## config.mk

```make
export PLATFORM = sky130hd
export DESIGN_NAME = sd_cmd_sequencer
export DESIGN_NICKNAME = d
export VERILOG_FILES = /design/src/rtl/sd_cmd_sequencer.sv
export SDC_FILE = /design/constraint.sdc
export NUM_CORES = 1
export LEC_CHECK = 0
export BUFFER_PORTS_ARGS = -buffer_cell sky130_fd_sc_hd__buf_4
export CAP_MARGIN = 25
export CORE_AREA = 5 5 156 158
export DETAILED_ROUTE_END_ITERATION = 16
export DIE_AREA = 0 0 161 163
export PLACE_DENSITY = 0.76
export SYNTH_ARGS = -nofsm -noshare
export SYNTH_HDL_FRONTEND = slang
export SYNTH_SLANG_ARGS = --single-unit
```

## constraint.sdc

```tcl
create_clock -name clk -period 2 [get_ports clk]
set_input_delay 0.1 -clock clk [delete_from_list [all_inputs] [get_ports clk]]
set_output_delay 0.1 -clock clk [all_outputs]
set_load 0.005 [all_outputs]
```

## src/rtl/sd_cmd_sequencer.sv

```systemverilog
// sd_cmd_sequencer
//   SD command-path master between the host register file and the serial
//   command engine. Latches a command, presents the 40-bit token and the
//   16-bit settings word, runs the request/acknowledge handshakes, guards the
//   response phase with a watchdog and captures short/long responses.
//
//   Optional feature macro: SD_CMD_AUTO_RETRY_EN
//     defined   : CRC errors and timeouts are re-issued up to MAX_RETRY times
//     undefined : no RETRY state, retry_cnt stays 0, first failure is flagged
//
// Ports
//   clk, rst          clock, synchronous active-high reset
//   new_cmd           start pulse, accepted only while idle
//   cmd_index, arg    command index and argument
//   rsp_type          00 none, 01 long, 10 short, 11 short with busy
//   crc_chk_en        enable response CRC check
//   idx_chk_en        enable response index check
//   data_read/write   data phase type, copied into settings
//   word_sel          copied into settings[14:13]
//   timeout           watchdog limit in clk cycles
//   int_clr           clears err_int and done_int (wins over a same-cycle set)
//   busy              state is not IDLE
//   resp              captured response
//   done_int          sticky completion flag
//   err_int           [0] timeout [1] CRC [2] retry exhausted [3] index [4] OR
//   retry_cnt         re-issues used by the current command
//   card_present      debounced card detect
//   go_idle_o         one-cycle abort pulse to the serial engine
//   cmd_out           {2'b01, cmd_index, arg}
//   settings          {0, word_sel, data_read, data_write, 111, crc_chk_en, rsp_len}
//   req_out, ack_in   command request to the engine / engine acknowledge
//   req_in, ack_out   status request from the engine / our acknowledge
//   cmd_in            received response bits
//   serial_status     [6] response available, [5] CRC valid
//   card_detect_n     active-low card-detect switch
//   state_dbg         current FSM state
//   status_dbg        serial_status captured at the last status handshake
//
// Handshakes: both directions are four-phase. The requester raises req and
// holds it until it sees ack high, then drops req; the acknowledger holds ack
// high until it sees req low, then drops ack. req_in/ack_in are asynchronous
// and pass through SYNC_STAGES flops before use.

module sd_cmd_sequencer #(
  parameter int ARG_W       = 32,
  parameter int TIMEOUT_W   = 16,
  parameter int SYNC_STAGES = 2,
  parameter int DEBOUNCE_W  = 4,
  parameter int MAX_RETRY   = 3
) (
  input  logic                 clk,
  input  logic                 rst,
  input  logic                 new_cmd,
  input  logic [5:0]           cmd_index,
  input  logic [ARG_W-1:0]     arg,
  input  logic [1:0]           rsp_type,
  input  logic                 crc_chk_en,
  input  logic                 idx_chk_en,
  input  logic                 data_read,
  input  logic                 data_write,
  input  logic [1:0]           word_sel,
  input  logic [TIMEOUT_W-1:0] timeout,
  input  logic                 int_clr,
  output logic                 busy,
  output logic [127:0]         resp,
  output logic                 done_int,
  output logic [4:0]           err_int,
  output logic [2:0]           retry_cnt,
  output logic                 card_present,
  output logic                 go_idle_o,
  output logic [ARG_W+7:0]     cmd_out,
  output logic [15:0]          settings,
  output logic                 req_out,
  output logic                 ack_out,
  input  logic                 req_in,
  input  logic                 ack_in,
  input  logic [127:0]         cmd_in,
  input  logic [7:0]           serial_status,
  input  logic                 card_detect_n,
  output logic [1:0]           state_dbg,
  output logic [7:0]           status_dbg
);

`ifdef SD_CMD_AUTO_RETRY_EN
  localparam bit RETRY_EN = 1'b1;
`else
  localparam bit RETRY_EN = 1'b0;
`endif
  localparam logic [2:0] MAX_RETRY_L = 3'(MAX_RETRY);

  typedef enum logic [1:0] {
    IDLE    = 2'd0,
    SETUP   = 2'd1,
    EXECUTE = 2'd2,
    RETRY   = 2'd3
  } state_t;

  state_t                 state;
  logic [SYNC_STAGES-1:0] req_sync, ack_sync;
  logic                   req_s, ack_s;
  logic [TIMEOUT_W-1:0]   wd, timeout_q;
  logic [5:0]             idx_q;
  logic [1:0]             rsp_type_q;
  logic                   crc_en_q, idx_en_q;
  logic [DEBOUNCE_W-1:0]  deb_cnt;

  logic       capture, rsp_evt, to_evt, crc_err, idx_err, can_retry, retry_go;
  logic [3:0] err_set, err_nxt;
  logic       done_set, done_nxt;

  assign req_s     = req_sync[SYNC_STAGES-1];
  assign ack_s     = ack_sync[SYNC_STAGES-1];
  assign state_dbg = state;

  function automatic logic [6:0] rsp_len(input logic [1:0] t);
    case (t)
      2'b00:   return 7'd0;
      2'b01:   return 7'd127;
      default: return 7'd40;
    endcase
  endfunction

  always_ff @(posedge clk) begin
    if (rst) begin
      req_sync <= '0;
      ack_sync <= '0;
    end else begin
      req_sync <= {req_sync[SYNC_STAGES-2:0], req_in};
      ack_sync <= {ack_sync[SYNC_STAGES-2:0], ack_in};
    end
  end

  // Response evaluation and flag bookkeeping. A response seen in the same
  // cycle as the watchdog limit takes precedence over the timeout.
  always_comb begin
    capture   = (state == EXECUTE) && req_s && !ack_out;
    rsp_evt   = capture && serial_status[6];
    to_evt    = (state == EXECUTE) && !rsp_evt && (wd == timeout_q);
    crc_err   = crc_en_q && !serial_status[5];
    idx_err   = idx_en_q && (cmd_in[37:32] != idx_q);
    can_retry = RETRY_EN && (retry_cnt < MAX_RETRY_L);
    // Index errors are never re-issued.
    retry_go  = can_retry && ((rsp_evt && crc_err && !idx_err) || to_evt);
    err_set   = 4'b0000;
    done_set  = 1'b0;
    if (rsp_evt && !retry_go) begin
      done_set   = 1'b1;
      err_set[1] = crc_err;
      err_set[3] = idx_err;
      err_set[2] = RETRY_EN && crc_err && !idx_err;
    end
    if (to_evt && !retry_go) begin
      err_set[0] = 1'b1;
      err_set[2] = RETRY_EN;
    end
    if (int_clr || (state == IDLE && new_cmd)) begin
      err_nxt  = 4'b0000;
      done_nxt = 1'b0;
    end else begin
      err_nxt  = err_int[3:0] | err_set;
      done_nxt = done_int | done_set;
    end
  end

  always_ff @(posedge clk) begin
    if (rst) begin
      state      <= IDLE;
      busy       <= 1'b0;
      resp       <= '0;
      done_int   <= 1'b0;
      err_int    <= '0;
      retry_cnt  <= '0;
      go_idle_o  <= 1'b0;
      cmd_out    <= '0;
      settings   <= '0;
      req_out    <= 1'b0;
      ack_out    <= 1'b0;
      status_dbg <= '0;
      wd         <= '0;
      timeout_q  <= '0;
      idx_q      <= '0;
      rsp_type_q <= '0;
      crc_en_q   <= 1'b0;
      idx_en_q   <= 1'b0;
    end else begin
      go_idle_o <= 1'b0;
      // Any synchronised request is acknowledged; only EXECUTE acts on it.
      ack_out   <= req_s;
      err_int   <= {|err_nxt, err_nxt};
      done_int  <= done_nxt;
      if (capture) status_dbg <= serial_status;
      if (rsp_evt) begin
        case (rsp_type_q)
          2'b01:        resp <= cmd_in;
          2'b10, 2'b11: resp <= {96'd0, cmd_in[31:0]};
          default:      ;
        endcase
      end
      case (state)
        IDLE: begin
          if (new_cmd) begin
            idx_q      <= cmd_index;
            rsp_type_q <= rsp_type;
            crc_en_q   <= crc_chk_en;
            idx_en_q   <= idx_chk_en;
            timeout_q  <= timeout;
            cmd_out    <= {2'b01, cmd_index, arg};
            settings   <= {1'b0, word_sel, data_read, data_write, 3'b111,
                           crc_chk_en, rsp_len(rsp_type)};
            retry_cnt  <= '0;
            busy       <= 1'b1;
            state      <= SETUP;
          end
        end
        SETUP: begin
          wd <= '0;
          if (ack_s) begin
            req_out <= 1'b0;
            state   <= EXECUTE;
          end else begin
            req_out <= 1'b1;
          end
        end
        EXECUTE: begin
          if (wd != '1) wd <= wd + 1'b1;
          if (to_evt) go_idle_o <= 1'b1;
          if (retry_go) begin
            state <= RETRY;
          end else if (rsp_evt || to_evt) begin
            busy  <= 1'b0;
            state <= IDLE;
          end
        end
`ifdef SD_CMD_AUTO_RETRY_EN
        RETRY: begin
          // Let both handshakes settle before re-issuing.
          if (!req_s && !ack_s) begin
            retry_cnt <= retry_cnt + 1'b1;
            state     <= SETUP;
          end
        end
`endif
        default: begin
          busy    <= 1'b0;
          req_out <= 1'b0;
          state   <= IDLE;
        end
      endcase
    end
  end

  // Card detect: present only after DEBOUNCE_W-bit counter saturates low.
  always_ff @(posedge clk) begin
    if (rst) begin
      deb_cnt      <= '0;
      card_present <= 1'b0;
    end else begin
      if (card_detect_n) deb_cnt <= '0;
      else if (deb_cnt != '1) deb_cnt <= deb_cnt + 1'b1;
      card_present <= !card_detect_n && (deb_cnt == '1);
    end
  end

endmodule

```

Yosys cells after proc, flatten, opt, wreduce, memory -nomap -nowiden
Cells that the tools add are included.

word-level totals
  register bits = 253
  bits of input ports = 205
  output and inout port bits = 208
  logic and storage cells = 90

cells by class
  add/sub/neg operators = 2
  eq/ne operators = 15
  multiplexer cells = 18
  bitwise operators = 4
  reduce and logical (&&, ||, !) cells = 30

operators with widths
  cell                                                                     number
  128-bit one-hot mux with 2 select lines                                  1
  16-bit one-hot mux with 2 select lines                                   1
  16-bit by 1-bit adder with 16-bit output, second input constant          1
  16-bit equality test                                                     1
  16-bit 2-to-1 mux                                                        1
  16-bit inequality test, second input constant                            1
  7-bit one-hot mux with 2 select lines                                    1
  2-bit OR reduction                                                       5
  1-bit logical AND                                                        9
  2-bit by 1-bit equality test with 1-bit output, second input constant    3
  2-bit equality test, second input constant                               3
  1-bit 2-to-1 mux                                                         6
  2-bit 2-to-1 mux                                                         3
  6-bit inequality test                                                    1
  2-bit one-hot mux with 3 select lines                                    1
  2-bit AND reduction                                                      3
  3-bit AND reduction                                                      2
  4-bit by 1-bit adder with 4-bit output, second input constant            1
  4-bit equality test, second input constant                               1
  1-bit zero test                                                          4
  2-bit zero test                                                          2
  4-bit 2-to-1 mux                                                         1
  2-bit by 1-bit inequality test with 1-bit output, second input constant  2
  2-bit inequality test, second input constant                             2
  10 further kinds                                                         13

Logic depth before layout (Yosys ltp)
  depth after elaboration = 11
  depth in mapped cells = 9
  depth with buffers taken out = 6

Least setup slack after synthesis
OpenSTA, ideal clock, no wires.

  path kind = register to register
  start = reg wd[1]
  end = reg wd[8]
  library setup time = 0.121 ns
  arrival = 1.756 ns
  required time = 1.879 ns
  setup slack = 0.123 ns
  stages on the path, launching flop included = 7
  buffers on the path = 0
  cells stage by stage = dfxtp_1 > ha_1 > nand2_1 > nor4_4 > a21oi_1 > nand4_1 > mux2_2

between the ends
  cells in the longest elaborated chain, start to end = 3

ends and longest elaborated chain
  what                                                                                          RTL line  text
  start: declaration                                                                            101       logic [TIMEOUT_W-1:0] wd, timeout_q;
  start signal: assignment                                                                      225       if (wd != '1) wd <= wd + 1'b1;
  16-bit by 1-bit adder with 16-bit output / 16-bit inequality test (equally long branches)     225
  16-bit 2-to-1 mux / 2-bit by 1-bit inequality test with 1-bit output (equally long branches)  --
  16-bit one-hot mux with 2 select lines / 2-bit AND reduction (equally long branches)          --

Parallel ways exist; a longest one is shown, timed or not. The select of a mux whose other input is x is not followed.
A chain may end at the register's enable or synchronous reset.

Worst setup path in the final report
  start = reg state[1], in the netlist state_dbg[1]
  end = reg resp[101]

between the ends
  cells in the longest elaborated chain, start to end = 5

ends and longest elaborated chain
  what                                  RTL line  text
  start: declaration                    98        state_t state;
  start signal: assignment              167       state <= IDLE;
  start signal: assignment              212       state <= SETUP;
  start signal: assignment              219       state <= EXECUTE;
  2-bit equality test                   136       capture = (state == EXECUTE) && req_s && !ack_out;
  1-bit logical AND (2 in a row)        136
  1-bit logical AND                     137       rsp_evt = capture && serial_status[6];
  2-bit AND reduction (no source line)  --
  end signal: assignment                194       2'b01: resp <= cmd_in;
  end signal: assignment                195       2'b10, 2'b11: resp <= {96'd0, cmd_in[31:0]};
  end: declaration                      65        output logic [127:0] resp,

No other way between the ends.

==> results.cfg <==
[logic_synthesis]
netlist_instances = 1116
synthDistinctLibCells = 45
synth_edf_count = 0
syn_area_um2 = 9340
async_flop_share_pct = 0
yosys.area.top_type_share_pct = 51.0
seq_area_frac_synth_pct = 51.0
synth.largest_area_cell = dfxtp_1
ys_top_cells_by_count = 309 x nand2_1, 238 x dfxtp_1, 208 x a21oi_1, 98 x nand3b_1, 46 x clkbuf_1
synth_seq_cells = 238
synth_warnings = 0
avgSynthCellArea_um2 = 8.37
synth_most_common_cell = nand2_1
ys.flop_type = dfxtp_1
synth.area.top_cells = dfxtp_1 51%, nand2_1 12%, a21oi_1 11%, nand3b_1 7.9%, xnor2_1 2.3%

[critical_path]
crit_buf_inv = 2
critPathRequiredTime_ps = 2420
r2r-end = resp[101]
path_cells = and4bb_1 -> nand2_2 -> nor2_4 -> buf_12 -> buf_12 -> nand3b_1 -> a21oi_1
cp-endpoint = resp[101]
cp_max_fo = 39
r2r_cells = 7
worstSetupEndpointType = flip-flop
r2r-start = state_dbg[1]
cpPeakStageDelay_ps = 410
crit_cells = 7
worst-r2r-setup-slack_ps = 110
cpMostUsedCell = buf_12
critPathLaunchType = flip-flop
crit_start = state_dbg[1]
worst_ep_arrival_time_ps = 2310
cpMaxStageDelayCell = dfxtp_1
path_delay_family = simple AND/OR/NAND/NOR gates
critical_path_class = reg -> reg

[floorplan]
dieArea_um2 = 26200
start_util_pct = 40.7
io_pins = 413
die_h_um = 163
std_cell_rows = 56
fp.dieW_um = 161
core-area_um2 = 23000

[power_and_ir_drop]
finalPower_w = 0.0111
ir_drop_uv = 617
p_leak_nw = 6.42
power.density_nw_per_um2 = 715

[place]
hpwl_mm = 22.6
io_buffers = 407
place_congestion = 0.877
dp_slack_ps = 229

[grt]
grt.overflow.total = 0
grt_pass1_vias = 10700
grt_max_degree = 95
grt_pass1_wl_mm = 57.4
track_usage_pct = 26.6
antenna_found_initial = 0

[detailed_routing]
drt_pre_antenna_iters = 7
vias_per_cell = 5.17
drt_iter0_markers = 726
wl_mm = 36.7
vias = 10400
drc = 0
wl_per_cell_um = 18.3
ant_nets = 0

[outcome]
status = completed

[cts]
htreeDepth = 1
clockBufferDepth = 3
cts_tree = built
post_cts_resized = 0
clock-sinks = 238
root_buffer = clkbuf_16
clkLatencyLatePin_ps = 520
numCtsBuffers = 26
clk_pin_slew_worst_paths_ps = 60

[timing]
min_period_ps = 1890
fin_setup_tns_ps = 0
rsz0062_at_grt = no
setup_viol = 0
skew_ps = 20.6
worst_pin_slew_ps = 664
max-slew-margin-rel_pct = 55.6
period_share_pct = 94.5
fmax_mhz = 529
maxSlewViolCount = 0
hold_viol_final = 0
fin_ws_ps = 110

[min_path]
hold_path.class = in -> reg

[cells_and_area]
nFillCells = 1579
drive_gt1_share_pct = 29.4
layout.nets = 1901
area_growth_pct = 66.8
diodes = 0

[run]
drv_cap = 0
state kept, by name (all words and copies together) (netlist names), 2 cells and up:
name / count
settings: 8
state_dbg: 2
deb_cnt: 4
resp: 128
idx_q: 5
rsp_type_q: 2
ack_sync: 2
wd: 16
cmd_out: 33
req_sync: 2
timeout_q: 16
err_int: 5
status_dbg: 8
cell type report:
class,count,area [µm²],area share (%)
Clock buffer,40,805,5.16
Timing Repair Buffer,648,5500,35.3
Inverter,5,18.8,0.120
Multi-Input combinational cell,775,4040,25.9
Tap cell,290,363,2.33
Clock inverter,7,92.6,0.594
Sequential cell,238,4770,30.6
routing by layer:
layer / part of all wire (%) / global-route usage [%] / wire [µm]
met1: 37 / 30.6 / 13700
met2: 50 / 47.8 / 18400
met3: 8.7 / 6.73 / 3180
met4: 3.8 / 9.85 / 1380
met5: 0 / 0 / 0
worst reg2reg max path: stages (launching register included):
cell and delay (ps):
dfxtp_1 410, and4bb_1 290, nand2_2 110, nor2_4 130, buf_12 230, buf_12 250, nand3b_1 130, a21oi_1 230
what timing repair did:
item / CTS / global route
setup buffers: 0 / 0
hold endpoints to repair: 219 / 0
hold buffers: 204 / 0
cells in the final DEF, fill, tap and decap left out, drive strengths merged, types with 3 or more instances in the layout:
| master | synthesis | routed |
|---|---|---|
| nand2 | 310 | 310 |
| xnor2 | 25 | 25 |
| conb | 1 | 5 |
| clkinvlp | 0 | 3 |
| a21oi | 208 | 208 |
| nor2 | 39 | 39 |
| nand4 | 12 | 12 |
| inv | 5 | 5 |
| a2111oi | 5 | 5 |
| xor2 | 6 | 6 |
| nand2b | 4 | 4 |
| clkbuf | 48 | 40 |
| dlygate4sd3 | 0 | 204 |
| a211oi | 4 | 4 |
| nor3 | 6 | 6 |
| a41oi | 3 | 3 |
| nor4 | 5 | 5 |
| nand3 | 8 | 8 |
| dfxtp | 238 | 238 |
| nor2b | 7 | 7 |
| a31oi | 6 | 6 |
| nand3b | 98 | 98 |
| o21ai | 5 | 5 |
| or3 | 3 | 3 |
| buf | 54 | 444 |
how the worst min path moves through the flow:
stage | start | to | slack, ps | depth (start not counted)
after global routing | card_detect_n | deb_cnt[1] | 320 | 3
after global placement | card_detect_n | deb_cnt[0] | 310 | 2
after detailed placement | card_detect_n | deb_cnt[2] | 310 | 2
final | card_detect_n | deb_cnt[1] | 320 | 3
after CTS | card_detect_n | deb_cnt[1] | 320 | 3
after floorplan | card_detect_n | deb_cnt[0] | 180 | 1
report_power, final:
group          total, W  internal (W)  leakage (nW)  switching, W
logic           0.00128      0.000763          4.06      0.000514
registers       0.00492       0.00484          1.93     0.0000822
clock network   0.00495       0.00302         0.433       0.00193
per-stage QoR:
step	std cells	utilization [%]	hold WS, ps	area (µm²)
after CTS	2003	67.8	317	15600
after detailed placement	1752	55.0	312	12600
after global placement	1752	55.0	307	12600
after floorplan	1120	-	177	9360
after global routing	2003	67.8	325	15600
final	2003	67.8	324	15600
cell families (layout without fill, tap and decap cells):
group | after synthesis | count (layout) | share of synthesized area (%)
flip-flops | 238 | 238 | 51.0
AND/OR/NAND/NOR | 499 | 499 | 25.8
multiplexers | 4 | 4 | 0.455
buffers and inverters | 107 | 700 | 6.15
XOR/XNOR | 31 | 31 | 2.91
AO/OA/AOI/OAI | 234 | 234 | 13.4
adder cells (fa/ha/maj) | 2 | 2 | 0.268
other | 1 | 5 | 0.0401
Power figures use the tool's default switching activity.
